==> config.mk <==
export PLATFORM = sky130hd
export DESIGN_NAME = alu_req_scheduler
export DESIGN_NICKNAME = d
export VERILOG_FILES = /design/src/rtl/alu_req_scheduler.sv
export SDC_FILE = /design/constraint.sdc
export NUM_CORES = 1
export LEC_CHECK = 0
export CORE_UTILIZATION = 48
export DETAILED_ROUTE_END_ITERATION = 7
export GPL_TIMING_DRIVEN = 0
export PLACE_DENSITY = 0.7
export SYNTH_ARGS = -nofsm -noshare
export SYNTH_HDL_FRONTEND = slang
export SYNTH_SLANG_ARGS = --single-unit
==> constraint.sdc <==
create_clock -name clk -period 3.8 [get_ports clk]
set_input_delay 0.57 -clock clk [delete_from_list [all_inputs] [get_ports clk]]
set_output_delay 0.57 -clock clk [all_outputs]
set_load 0.05 [all_outputs]
==> src/rtl/alu_req_scheduler.sv <==
// Two-requester scheduler sharing one ALU datapath: arbitrates, executes single-cycle ops
// or a WIDTH-cycle shift-add multiply, and returns a tagged result on one response channel.
module alu_req_scheduler #(
    parameter int WIDTH = 8,
    parameter int FAIR  = 1
) (
    input  logic               clk,
    input  logic               rst,
    input  logic               req0_valid,
    output logic               req0_ready,
    input  logic [2:0]         req0_op,
    input  logic [WIDTH-1:0]   req0_a,
    input  logic [WIDTH-1:0]   req0_b,
    input  logic               req1_valid,
    output logic               req1_ready,
    input  logic [2:0]         req1_op,
    input  logic [WIDTH-1:0]   req1_a,
    input  logic [WIDTH-1:0]   req1_b,
    output logic               rsp_valid,
    input  logic               rsp_ready,
    output logic               rsp_id,
    output logic [2*WIDTH-1:0] rsp_result,
    output logic               rsp_carry,
    output logic               rsp_zero,
    output logic               busy
);

    typedef enum logic [1:0] {S_IDLE, S_EXEC, S_MUL, S_RESP} state_t;

    localparam int SHW = (WIDTH > 1) ? $clog2(WIDTH) : 1;
    localparam int CW  = $clog2(WIDTH) + 1;

    localparam logic [2:0] OP_ADD = 3'b000;
    localparam logic [2:0] OP_SUB = 3'b001;
    localparam logic [2:0] OP_AND = 3'b010;
    localparam logic [2:0] OP_OR  = 3'b011;
    localparam logic [2:0] OP_XOR = 3'b100;
    localparam logic [2:0] OP_SHL = 3'b101;
    localparam logic [2:0] OP_SHR = 3'b110;
    localparam logic [2:0] OP_MUL = 3'b111;

    state_t               r_state;
    state_t               w_next_state;
    logic                 r_last_grant;
    logic                 r_id;
    logic [2:0]           r_op;
    logic [2*WIDTH-1:0]   r_a;        // operand A; shifts left as the multiplicand
    logic [WIDTH-1:0]     r_b;        // operand B; shifts right as the multiplier
    logic [2*WIDTH-1:0]   r_acc;
    logic [CW-1:0]        r_cnt;
    logic [2*WIDTH-1:0]   r_result;
    logic                 r_carry;
    logic                 r_zero;

    logic                 w_grant_id;
    logic                 w_accept;
    logic [2:0]           w_op;
    logic [WIDTH-1:0]     w_a;
    logic [WIDTH-1:0]     w_b;
    logic [SHW-1:0]       w_sh;
    logic [WIDTH-1:0]     w_alu_res;
    logic                 w_alu_carry;
    logic [2*WIDTH-1:0]   w_acc_next;
    logic                 w_mul_last;

    // Arbitration: a lone requester wins; on a tie round-robin or fixed req0 priority.
    always_comb begin
        // NOTE: every always_comb output gets a default first so no latch is inferred.
        w_grant_id = req1_valid;
        if (req0_valid && req1_valid)
            w_grant_id = (FAIR != 0) ? ~r_last_grant : 1'b0;
        w_accept = (r_state == S_IDLE) && !rst && (req0_valid || req1_valid);
        w_op     = w_grant_id ? req1_op : req0_op;
        w_a      = w_grant_id ? req1_a  : req0_a;
        w_b      = w_grant_id ? req1_b  : req0_b;
    end

    // FSM: state register
    always_ff @(posedge clk) begin
        // NOTE: sequential state uses non-blocking assignments only.
        if (rst) r_state <= S_IDLE;
        else     r_state <= w_next_state;
    end

    // FSM: next-state logic
    always_comb begin
        w_next_state = r_state;
        case (r_state)
            S_IDLE: if (w_accept) w_next_state = (w_op == OP_MUL) ? S_MUL : S_EXEC;
            S_EXEC: w_next_state = S_RESP;
            S_MUL:  if (w_mul_last) w_next_state = S_RESP;
            S_RESP: if (rsp_ready) w_next_state = S_IDLE;
            default: w_next_state = S_IDLE;
        endcase
    end

    // FSM: outputs
    always_comb begin
        req0_ready = w_accept && !w_grant_id;
        req1_ready = w_accept && w_grant_id;
        rsp_valid  = (r_state == S_RESP);
        busy       = (r_state != S_IDLE);
    end

    // Single-cycle ALU; shift carries fall out of one extra bit on the shifted side.
    always_comb begin
        w_sh        = r_b[SHW-1:0];
        w_alu_res   = '0;
        w_alu_carry = 1'b0;
        case (r_op)
            OP_ADD: {w_alu_carry, w_alu_res} = {1'b0, r_a[WIDTH-1:0]} + {1'b0, r_b};
            OP_SUB: {w_alu_carry, w_alu_res} = {1'b0, r_a[WIDTH-1:0]} - {1'b0, r_b};
            OP_AND: w_alu_res = r_a[WIDTH-1:0] & r_b;
            OP_OR:  w_alu_res = r_a[WIDTH-1:0] | r_b;
            OP_XOR: w_alu_res = r_a[WIDTH-1:0] ^ r_b;
            OP_SHL: {w_alu_carry, w_alu_res} = {1'b0, r_a[WIDTH-1:0]} << w_sh;
            OP_SHR: {w_alu_res, w_alu_carry} = {r_a[WIDTH-1:0], 1'b0} >> w_sh;
            default: w_alu_res = '0;
        endcase
        w_acc_next = r_b[0] ? (r_acc + r_a) : r_acc;
        w_mul_last = (r_cnt == CW'(WIDTH - 1));
    end

    always_ff @(posedge clk) begin
        if (rst) begin
            r_last_grant <= 1'b1;
            r_id         <= 1'b0;
            r_op         <= OP_ADD;
            r_a          <= '0;
            r_b          <= '0;
            r_acc        <= '0;
            r_cnt        <= '0;
            r_result     <= '0;
            r_carry      <= 1'b0;
            r_zero       <= 1'b0;
        end else begin
            case (r_state)
                S_IDLE: if (w_accept) begin
                    r_op         <= w_op;
                    r_a          <= {{WIDTH{1'b0}}, w_a};
                    r_b          <= w_b;
                    r_id         <= w_grant_id;
                    r_last_grant <= w_grant_id;
                    r_acc        <= '0;
                    r_cnt        <= '0;
                end
                S_EXEC: begin
                    r_result <= {{WIDTH{1'b0}}, w_alu_res};
                    r_carry  <= w_alu_carry;
                    r_zero   <= (w_alu_res == '0);
                end
                S_MUL: begin
                    r_acc <= w_acc_next;
                    r_a   <= r_a << 1;
                    r_b   <= r_b >> 1;
                    r_cnt <= r_cnt + 1'b1;
                    if (w_mul_last) begin
                        r_result <= w_acc_next;
                        r_carry  <= |w_acc_next[2*WIDTH-1:WIDTH];
                        r_zero   <= (w_acc_next == '0);
                    end
                end
                default: ;
            endcase
        end
    end

    assign rsp_id     = r_id;
    assign rsp_result = r_result;
    assign rsp_carry  = r_carry;
    assign rsp_zero   = r_zero;

endmodule
After elaboration in Yosys (flattened, before gate mapping)

Cells that the tools add are included.

Add/subtract/negate cells: 4
Eq/ne operators: 14
Shifts and indexed selects: 2
Multiplexer cells: 26
Bitwise operators: 4
Reduce and logical (&&, ||, !) cells: 20

Operators with widths:

| operator                                      | count |
|---|---|
| case mux 16 bit (2 select lines)              | 3 |
| two-way mux 16 bit                            | 4 |
| case mux 8 bit (7 select lines)               | 1 |
| two-way mux 8 bit                             | 3 |
| adder 16 bit                                  | 1 |
| zero test 16 bit                              | 1 |
| case mux 8 bit (2 select lines)               | 1 |
| == test 3 bit, second input constant          | 4 |
| adder 8 x 8 -> 9 bit                          | 1 |
| << shifter 8 x 3 -> 9 bit                     | 1 |
| >> shifter 9 x 3 -> 9 bit                     | 1 |
| subtractor 8 x 8 -> 9 bit                     | 1 |
| AND 8 bit                                     | 1 |
| zero test 8 bit                               | 1 |
| two-way mux 2 bit                             | 4 |
| OR 8 bit                                      | 1 |
| case mux 2 bit (4 select lines)               | 1 |
| case mux 4 bit (2 select lines)               | 1 |
| OR reduction 8 bit                            | 1 |
| bitwise XOR 8 bit                             | 1 |
| == test 3 x 2 -> 1 bit, second input constant | 2 |
| AND reduction 2 bit                           | 3 |
| nonzero test 2 bit                            | 3 |
| logical AND 1 bit                             | 5 |
| other kinds (18)                              | 24 |

Register bits: 69
Input port bits: 43
Output and inout bits: 23
Word-level logic and storage cells: 81

Logic depth before layout (Yosys ltp)

Word-level depth: 7
Mapped depth: 12
Gate-level depth less buffers: 11

Least setup slack after synthesis

OpenSTA, ideal clock, no wires.

Path kind: register to register
From: register r_a[0]
To: register r_carry, in the netlist rsp_carry
Library setup time: 0.130 ns
Arrival time: 2.662 ns
Required time: 3.670 ns
Slack: 1.008 ns
Cell stages (with the launch flop): 11
Path buffers: 0
Period minus slack after synthesis: 2.792 ns
Cell sequence: dfxtp_1 -> ha_1 -> fa_1 -> a211oi_1 -> o21ai_2 -> a31o_2 -> nand2_1 -> mux2_2 -> nor4_4 -> and4_2 -> o41ai_2

Longest elaborated chain between the ends: 5
Elaborated cells between the ends (all ways): 10
Classes of those cells: add/sub (3); shift (2); mux (4); reduce/logical (1)

Ends and longest elaborated chain:

| element                           | line | text |
|---|---|---|
| start, declared                   | 47   | `logic [2*WIDTH-1:0] r_a;` |
| start signal, assigned            | 140  | `r_a <= {{WIDTH{1'b0}}, w_a};` |
| start signal, assigned            | 154  | `r_a <= r_a << 1;` |
| adder 16 bit                      | 120  | `w_acc_next = r_b[0] ? (r_acc + r_a) : r_acc;` |
| two-way mux 16 bit                | 120  |  |
| OR reduction 8 bit                | 159  | `r_carry <= \|w_acc_next[2*WIDTH-1:WIDTH];` |
| two-way mux 1 bit                 | 157  | `if (w_mul_last) begin` |
| case mux 1 bit (2 select lines) * | 137  | `case (r_state)` |
| end signal, assigned              | 149  | `r_carry <= w_alu_carry;` |
| end signal, assigned              | 159  |  |
| end, declared                     | 52   | `logic r_carry;` |

Every way passes the cells marked *; elsewhere a longest branch is shown, timed or not. The select of a mux whose other input is x is not followed.
A chain may end at the register's enable or synchronous reset.

Worst setup path after layout

From: input port req1_valid
To: output port req0_ready

Longest elaborated chain between the ends: 4
Elaborated cells between the ends (all ways): 6
Classes of those cells: mux (1); reduce/logical (5)

Ends and longest elaborated chain:

| element             | line | text |
|---|---|---|
| start, declared     | 14   | `input logic req1_valid,` |
| logical AND 1 bit   | 70   | `if (req0_valid && req1_valid)` |
| two-way mux 1 bit   | 70   |  |
| zero test 1 bit     | 99   | `req0_ready = w_accept && !w_grant_id;` |
| logical AND 1 bit * | 99   |  |
| end, declared       | 10   | `output logic req0_ready,` |

Every way passes the cells marked *; elsewhere a longest branch is shown, timed or not.

==> results.txt <==
The analysis attributes to cell leakage a power of 2.57 nW. The cell area after placement came out at 6490 um2. The number of antenna violations at the first check in global routing came out at 0. The final instance area came out at 6810 um2. Setup repair after global routing left no endpoint under its margin. The worst slew margin relative to its limit is 0.365. The critical path is of the in -> out type. The clock network latency to the later pin of the worst-skew pair came out at 350 ps.

The count of standard-cell rows is 39. In this run, the number of DRC markers left after iteration 0 of detailed routing was 562. In the final routed layout, each cell accounts on average for 20.3 um. The count of vias placed by the detailed router came out at 5744. The count of unique library cells instantiated by Yosys is 76. The mapped cell area is 5660 um2.

The path category of the worst min-delay check is reg -> reg. The slew of the pin with the lowest slew margin came out at 950 ps. The full die area came out at 12200 um2.

The final setup skew came out at 5.86 ps. At the placement stage, the worst setup path has a slack of -167 ps. Across every metal layer, demand over resource in global routing totals 0.309. Detailed placement ended at an HPWL of 14400 um.

The clock buffer count from CTS came out at 9. The antenna diode count came out at 0. The count of TritonRoute iterations in the first routing pass is 7.

After layout, the minimum clock period comes to 3550 ps. The cell occurring most often along the worst timing path is clkdlybuf4s50_1. The number of sinks handled by clock tree synthesis is 69. The flow ran to the end, and the final reports show no timing, DRC or antenna violations. The number of placed I/O pins came out at 66. The synthesized design spends more area on one cell type than any other, namely dfxtp_1. The growth of design area from synthesis to finish came out at 20.2%. At the end of the flow, the number of nets in the layout was 867. In the final layout, the share of cells above drive strength 1 is 0.0845. Entering global routing, the biggest net connects 15 pins. After synthesis, the cell types taking the most area are dfxtp_1 (24%), ha_1 (9.9%), nor2_1 (6.0%), a211oi_1 (4.8%), a21oi_1 (4.3%).

The DRC violation count after routing came out at 0. The initial utilization of the core area, before any placement, comes to 0.494. The yosys synthesis warning count came out at 0. In the routed layout, each cell is associated on average with a via count of 6.22.

Data on the critical path arrives at its endpoint at 2980 ps. The count of antenna-violating nets left after detailed routing is 0. The peak clock frequency supported by timing came out at 0.282 GHz.

The part of the cycle the worst path needs is 0.933. Setup violations remaining at the end of the flow were counted as 0. The top cell type's share of synthesized area came out at 0.244. The count of max-cap constraint violations came out at 0. The number of instances in the synthesized netlist came out at 700. The critical path goes through clkdlybuf4s50_1 > a21boi_2 > clkbuf_1 > buf_2 > nor2_1 > clkdlybuf4s50_1. The leading cell type by number of instances after synthesis is nor2_1.

The critical path's largest stage delay is 710 ps. The H-tree level count came out at 3. The final worst slack is 254 ps. Among all stages on the critical path, the largest delay is contributed by clkdlybuf4s50_1.

The most used flip-flop cell after synthesis is dfxtp_1. The critical path capture point type is an output port. The total of buffers placed on input and output ports is 65. The overall die height came out at 111 um. The required time of the critical path came out at 3230 ps. Power spread over the standard cell area amounts to 604 nW/um2. The horizontal extent of the die came out at 111 um. The average footprint of a synthesized cell came out at 8.09 um2. The clock root buffer master is clkbuf_16. The synthesis-stage register bit count came out at 69. After detailed routing, the total wire length is 18800 um.

The global route total overflow came out at 0. Counting instances in the post-synthesis netlist gives the leading cell types as nor2_1 (90), dfxtp_1 (69), nand2_1 (59), a21oi_1 (49), ha_1 (45). The clock tree from TritonCTS is done. The number of buffers inserted by hold repair at cts came out at 0. The proportion of synthesized chip area in sequential cells came out at 0.244. The kind of launch point of the worst setup path is a primary input.

In this run the worst path has a maximum fanout of 10. The final-report max-slew violation count came out at 0. The placer's final routability congestion estimate came out at 0.955. The number of fillers in the final layout came out at 1075.

After clock tree synthesis, the clock-pin slew on the worst setup and hold paths is 60 ps. The worst ir drop on vdd is 0.000518 V. Counting flops with an async set or reset pin after synthesis yields a share of 0. The worst-case clock buffer depth came out at 2.

The final hold violation count was 0. The via count of the first global-routing pass came out at 5541. The number of flops mapped to enable cells by yosys is 0.

The core region area is 11500 um2. The synthesized netlist net count came out at 791. The first global-routing pass estimated 29700 um of wire.
-- logic make-up (layout without fill, tap and decap cells) --
family,after synthesis,in the layout,synth area share
AOI/OAI and AO/OA,224,224,0.289
adders and majority gates,48,48,0.110
and+or+nand+nor,237,237,0.199
xor gates and xnor gates,13,13,0.0201
DFF,69,69,0.244
buffers and inverters,72,153,0.0524
muxes,37,37,0.0864
-- area by class of cell --
class / count / area, um2 / area share
multi-input combinational: 559 / 3990 / 0.586
sequential: 69 / 1380 / 0.203
timing repair buffer: 65 / 653 / 0.0959
clock buffer: 10 / 239 / 0.0351
buffer: 44 / 191 / 0.0281
tap: 143 / 179 / 0.0263
inverter: 28 / 105 / 0.0154
clock inverter: 6 / 70.1 / 0.0103
-- report_power, final --
group	switching [mW]	total [mW]	internal, mW
clock network	0.362	0.894	0.532
registers	0.160	0.990	0.830
logic	1.45	2.23	0.778
-- worst paths after layout --
| kind | from | end | slack (ps) | cells past startpoint |
|---|---|---|---|---|
| setup reg to reg | r_b[1] | rsp_result[5] | 400 | 11 |
| hold / removal | rsp_result[1] | rsp_result[1] | 450 | 2 |
| hold reg to reg | rsp_result[1] | rsp_result[1] | 450 | 2 |
| setup / recovery | req1_valid | req0_ready | 250 | 6 |
-- layout by cell type, fill, tap and decap left out, drive strengths merged, types with 5 or more instances in the layout --
cell	instances
a211oi	37
a21o	12
a21oi	49
a221oi	9
a22oi	29
a31oi	5
buf	9
clkbuf	45
clkdlybuf4s50	64
dfxtp	69
ha	45
inv	29
mux2	9
mux2i	20
mux4	8
nand2	59
nand2b	9
nand3	13
nor2	90
nor2b	20
nor3	12
o211ai	9
o21ai	24
or3	5
xnor2	11
-- sequential cells by signal (all words and copies together) (netlist names) --
name and count:
r_a 16, r_acc 16, rsp_result 16, r_b 8, r_cnt 4, r_op 3
r_state 2, r_last_grant 1, rsp_carry 1, rsp_id 1, rsp_zero 1
-- repair_timing --
item / 4_1_cts / 5_1_grt
resized for setup: 1 / 1
setup endpoints to repair: 1 / 1
buffers inserted: 0 / 0
-- per-stage QoR --
| step | hold slack, ps | TNS, ps | total power [mW] | cells | util |
|---|---|---|---|---|---|
| 6_report | 448 | 0 | 4.11 | 924 | 0.594 |
| 5_1_grt | 469 | 0 | 4.33 | 924 | 0.594 |
| 4_1_cts | 451 | 0 | 4.07 | 924 | 0.593 |
| 3_5_place_dp | 443 | -167 | 3.17 | 908 | 0.566 |
| 3_3_place_gp | 435 | -108 | 3.14 | 908 | 0.566 |
| 2_1_floorplan | 426 | 0 | 2.48 | 700 | - |
-- worst max-delay path: cells and delay by family --
kind	cells	cell delay [ps]
buffers and inverters	4	1880
AOI/OAI and AO/OA	1	420
and+or+nand+nor	1	100
-- metal layers --
metal	track usage	share of wire	vias up
li1	-	-	2727
met1	0.453	0.49	2725
met2	0.443	0.41	258
met3	0.0681	0.084	34
met4	0.108	0.019	0
met5	0	0	-
No activity file was read; power rests on OpenSTA's default activity.
==> edit (config.mk and constraints unchanged) <==
`WIDTH`: 8 -> 4.
--- a/src/rtl/alu_req_scheduler.sv
+++ b/src/rtl/alu_req_scheduler.sv
@@ -1,7 +1,7 @@
 // Two-requester scheduler sharing one ALU datapath: arbitrates, executes single-cycle ops
 // or a WIDTH-cycle shift-add multiply, and returns a tagged result on one response channel.
 module alu_req_scheduler #(
-    parameter int WIDTH = 8,
+    parameter int WIDTH = 4,
     parameter int FAIR  = 1
 ) (
     input  logic               clk,
Ports: changed (5 resized); port bits go from 66 to 42. The function was not compared with the original's and may differ.
==> edit against the unedited design <==
  * Hold slack better by 0.0079 ns
  * Area after synthesis down 47%
  * Cell area down 47%
  * Critical path type unchanged
  * Worst setup slack worse by 0.091 ns
  * Global-route usage down 4.7 points
  * Critical path depth down 1
  * Sequential cell count down 29
  * Total power down 49%
  * Wire length down 57%
  * First-iteration DRC count down 64%
  * Combinational power down 48%
  * Critical endpoint is now req1_ready
==> edit: results (changes against the unedited design) <==
place:
  port_buffers: 41  # was 65
  place.gp.congestion: 0.9148  # was 0.9545
  dp_hpwl_microns: 6172  # was 14,370 microns
  placed_cell_area_sq_um: 3481  # was 6492 sq um
cts:
  htreeDepth: 2  # was 3
  post-cts-setup-buffers: 0  # unchanged
  path_clk_slew_ns: 0.08  # was 0.06 ns
  ctsLongestPathBuffers: 2  # unchanged
  cts-resized-gates: 0  # was 1
  cts-root-buf: "clkbuf_8"  # was clkbuf_16
  clock_latency_ns: 0.31  # was 0.35 ns
  cts_made_buffers: 5  # was 9
critical_path:
  endpoint: "req1_ready"  # was req0_ready
  rr_endpoint: "rsp_result[3]"  # was rsp_result[5]
  cp_data_arrival_time_ns: 3.07  # was 2.98 ns
  slowest_stage: "clkdlybuf4s50_1"  # unchanged
  reg2reg_slack_ns: 0.27  # was 0.40 ns
  rr_worst_depth: 9  # was 11
  r2r-start: "r_b[1]"  # unchanged
  cp-startpoint: "req1_valid"  # unchanged
  crit_path_max_fanout: 10  # unchanged
  slowest_delay_ns: 0.84  # was 0.71 ns
power_and_ir_drop:
  ir_drop_mv: 0.3802  # was 0.5184 mV
  p_leak_uw: 0.001383  # was 0.002574 uW
  p_switching_uw: 982.7  # was 1971 uW
grt:
  grt_pass1_wl_microns: 13170  # was 29,690 microns
  antenna_found_initial: 0  # unchanged
  grt_max_degree: 15  # unchanged
  met2_usage: 0.4381  # was 0.4431
  track_usage: 0.2623  # was 0.3095
  use_met3: 0.03483  # was 0.06806
  grt_pass1_vias: 2707  # was 5,541
  globalRouteMet1Util: 0.3468  # was 0.4534
synth:
  synth.area.top_cells: "dfxtp_1, ha_1, nor2_1"  # unchanged
  synth-async-reset-ratio: 0  # unchanged
  ys_seq_area_frac: 0.2690  # was 0.2439
  syn_nets: 432  # was 791
  yosys_most_used_dff: "dfxtp_1"  # unchanged
  synth_xor_area_frac: 0.01177  # was 0.02011
  yosys.area_share.adder: 0.1253  # was 0.1100
  yosys_warnings: 0  # unchanged
  synth.distinct_cells: 56  # was 76
  synthMuxAreaShare: 0.07860  # was 0.08639
  yosys-top-cells-count: "nor2_1, dfxtp_1, nand2_1"  # unchanged
  synth_compound_area_frac: 0.2451  # was 0.2886
final_layout:
  nets: 480  # was 867
  drive_gt1_frac: 0.06338  # was 0.08451
  diodes: 0  # unchanged
  fill_cells: 574  # was 1,075
worst_hold_path:
  hold_class: "reg2reg"  # unchanged
  hp-start: "rsp_id"  # was rsp_result[1]
drt:
  drt-pass1-iter-count: 5  # was 7
  via_count: 2920  # was 5,744
  wl_per_cell_microns: 16.15  # was 20.33 microns
  drt_iter0_markers: 202  # was 562
timing:
  clock_skew_ns: 0.01255  # was 0.005860 ns
  worst_slew_pin_slew_ns: 1.159  # was 0.9499 ns
run_status:
  outcome: "finished clean"  # unchanged
edit: cell count changes after synthesis, sizes merged, moves of 19 or more:
cell,before,now
nor2,90,46
dfxtp,69,40
a211oi,37,4
nand2,59,36
ha,45,25
a21oi,49,30
edit: how the worst min path moves through the flow:
stage | to | slack, ns | cells past startpoint
floorplan | r_last_grant | 0.44 | 2
global placement | rsp_result[0] | 0.44 | 2
detailed placement | rsp_result[0] | 0.45 | 2
CTS | rsp_id | 0.46 | 2
global route | rsp_result[2] | 0.48 | 2
finish | rsp_id | 0.46 | 2
edit: power by group through the flow:
stage | combinational, uW | sequential, uW | clock (uW)
floorplan | 760 | 640 | 0
global placement | 1140 | 579 | 0
detailed placement | 1150 | 583 | 0
CTS | 1160 | 573 | 367
global route | 1280 | 584 | 381
finish | 1170 | 575 | 365
edit: layer usage:
layer,vias up,share of wire
met5,-,0
met4,0,0.018
met3,14,0.051
met2,81,0.46
met1,1377,0.47
li1,1448,-
edit: metrics by stage:
step	setup slack [ns]	hold slack (ns)	std cells
3_3_place_gp	0.1872	0.4437	493
5_1_grt	0.02484	0.4784	501
4_1_cts	0.1772	0.4602	501
2_1_floorplan	0.7133	0.4379	377
3_5_place_dp	0.1807	0.4470	493
6_report	0.1629	0.4558	501
edit: cell type report:
cell class / instances / area (sq um) / area share
plain buffers: 21 / 98.84 / 0.02749
clock buffers: 5 / 68.82 / 0.01914
clock inverters: 3 / 46.29 / 0.01287
inverters: 20 / 75.07 / 0.02088
multi-input cells: 296 / 2002 / 0.5567
flip-flops and latches: 40 / 800.8 / 0.2227
well taps: 75 / 93.84 / 0.02610
repair buffers: 41 / 410.4 / 0.1141
edit: kinds of logic (layout without fill, tap and decap cells):
group,count (synthesis),count (layout)
buffers and inverters,41,90
adder cells (fa/ha/maj),28,28
AND/OR/NAND/NOR,134,134
AO/OA/AOI/OAI,109,109
multiplexers,21,21
XOR/XNOR,4,4
flip-flops,40,40
edit: critical path: cells and delay by family:
kind,cells,cell delay (ns)
AO/OA/AOI/OAI,1,0.56
AND/OR/NAND/NOR,1,0.22
buffers and inverters,3,1.71
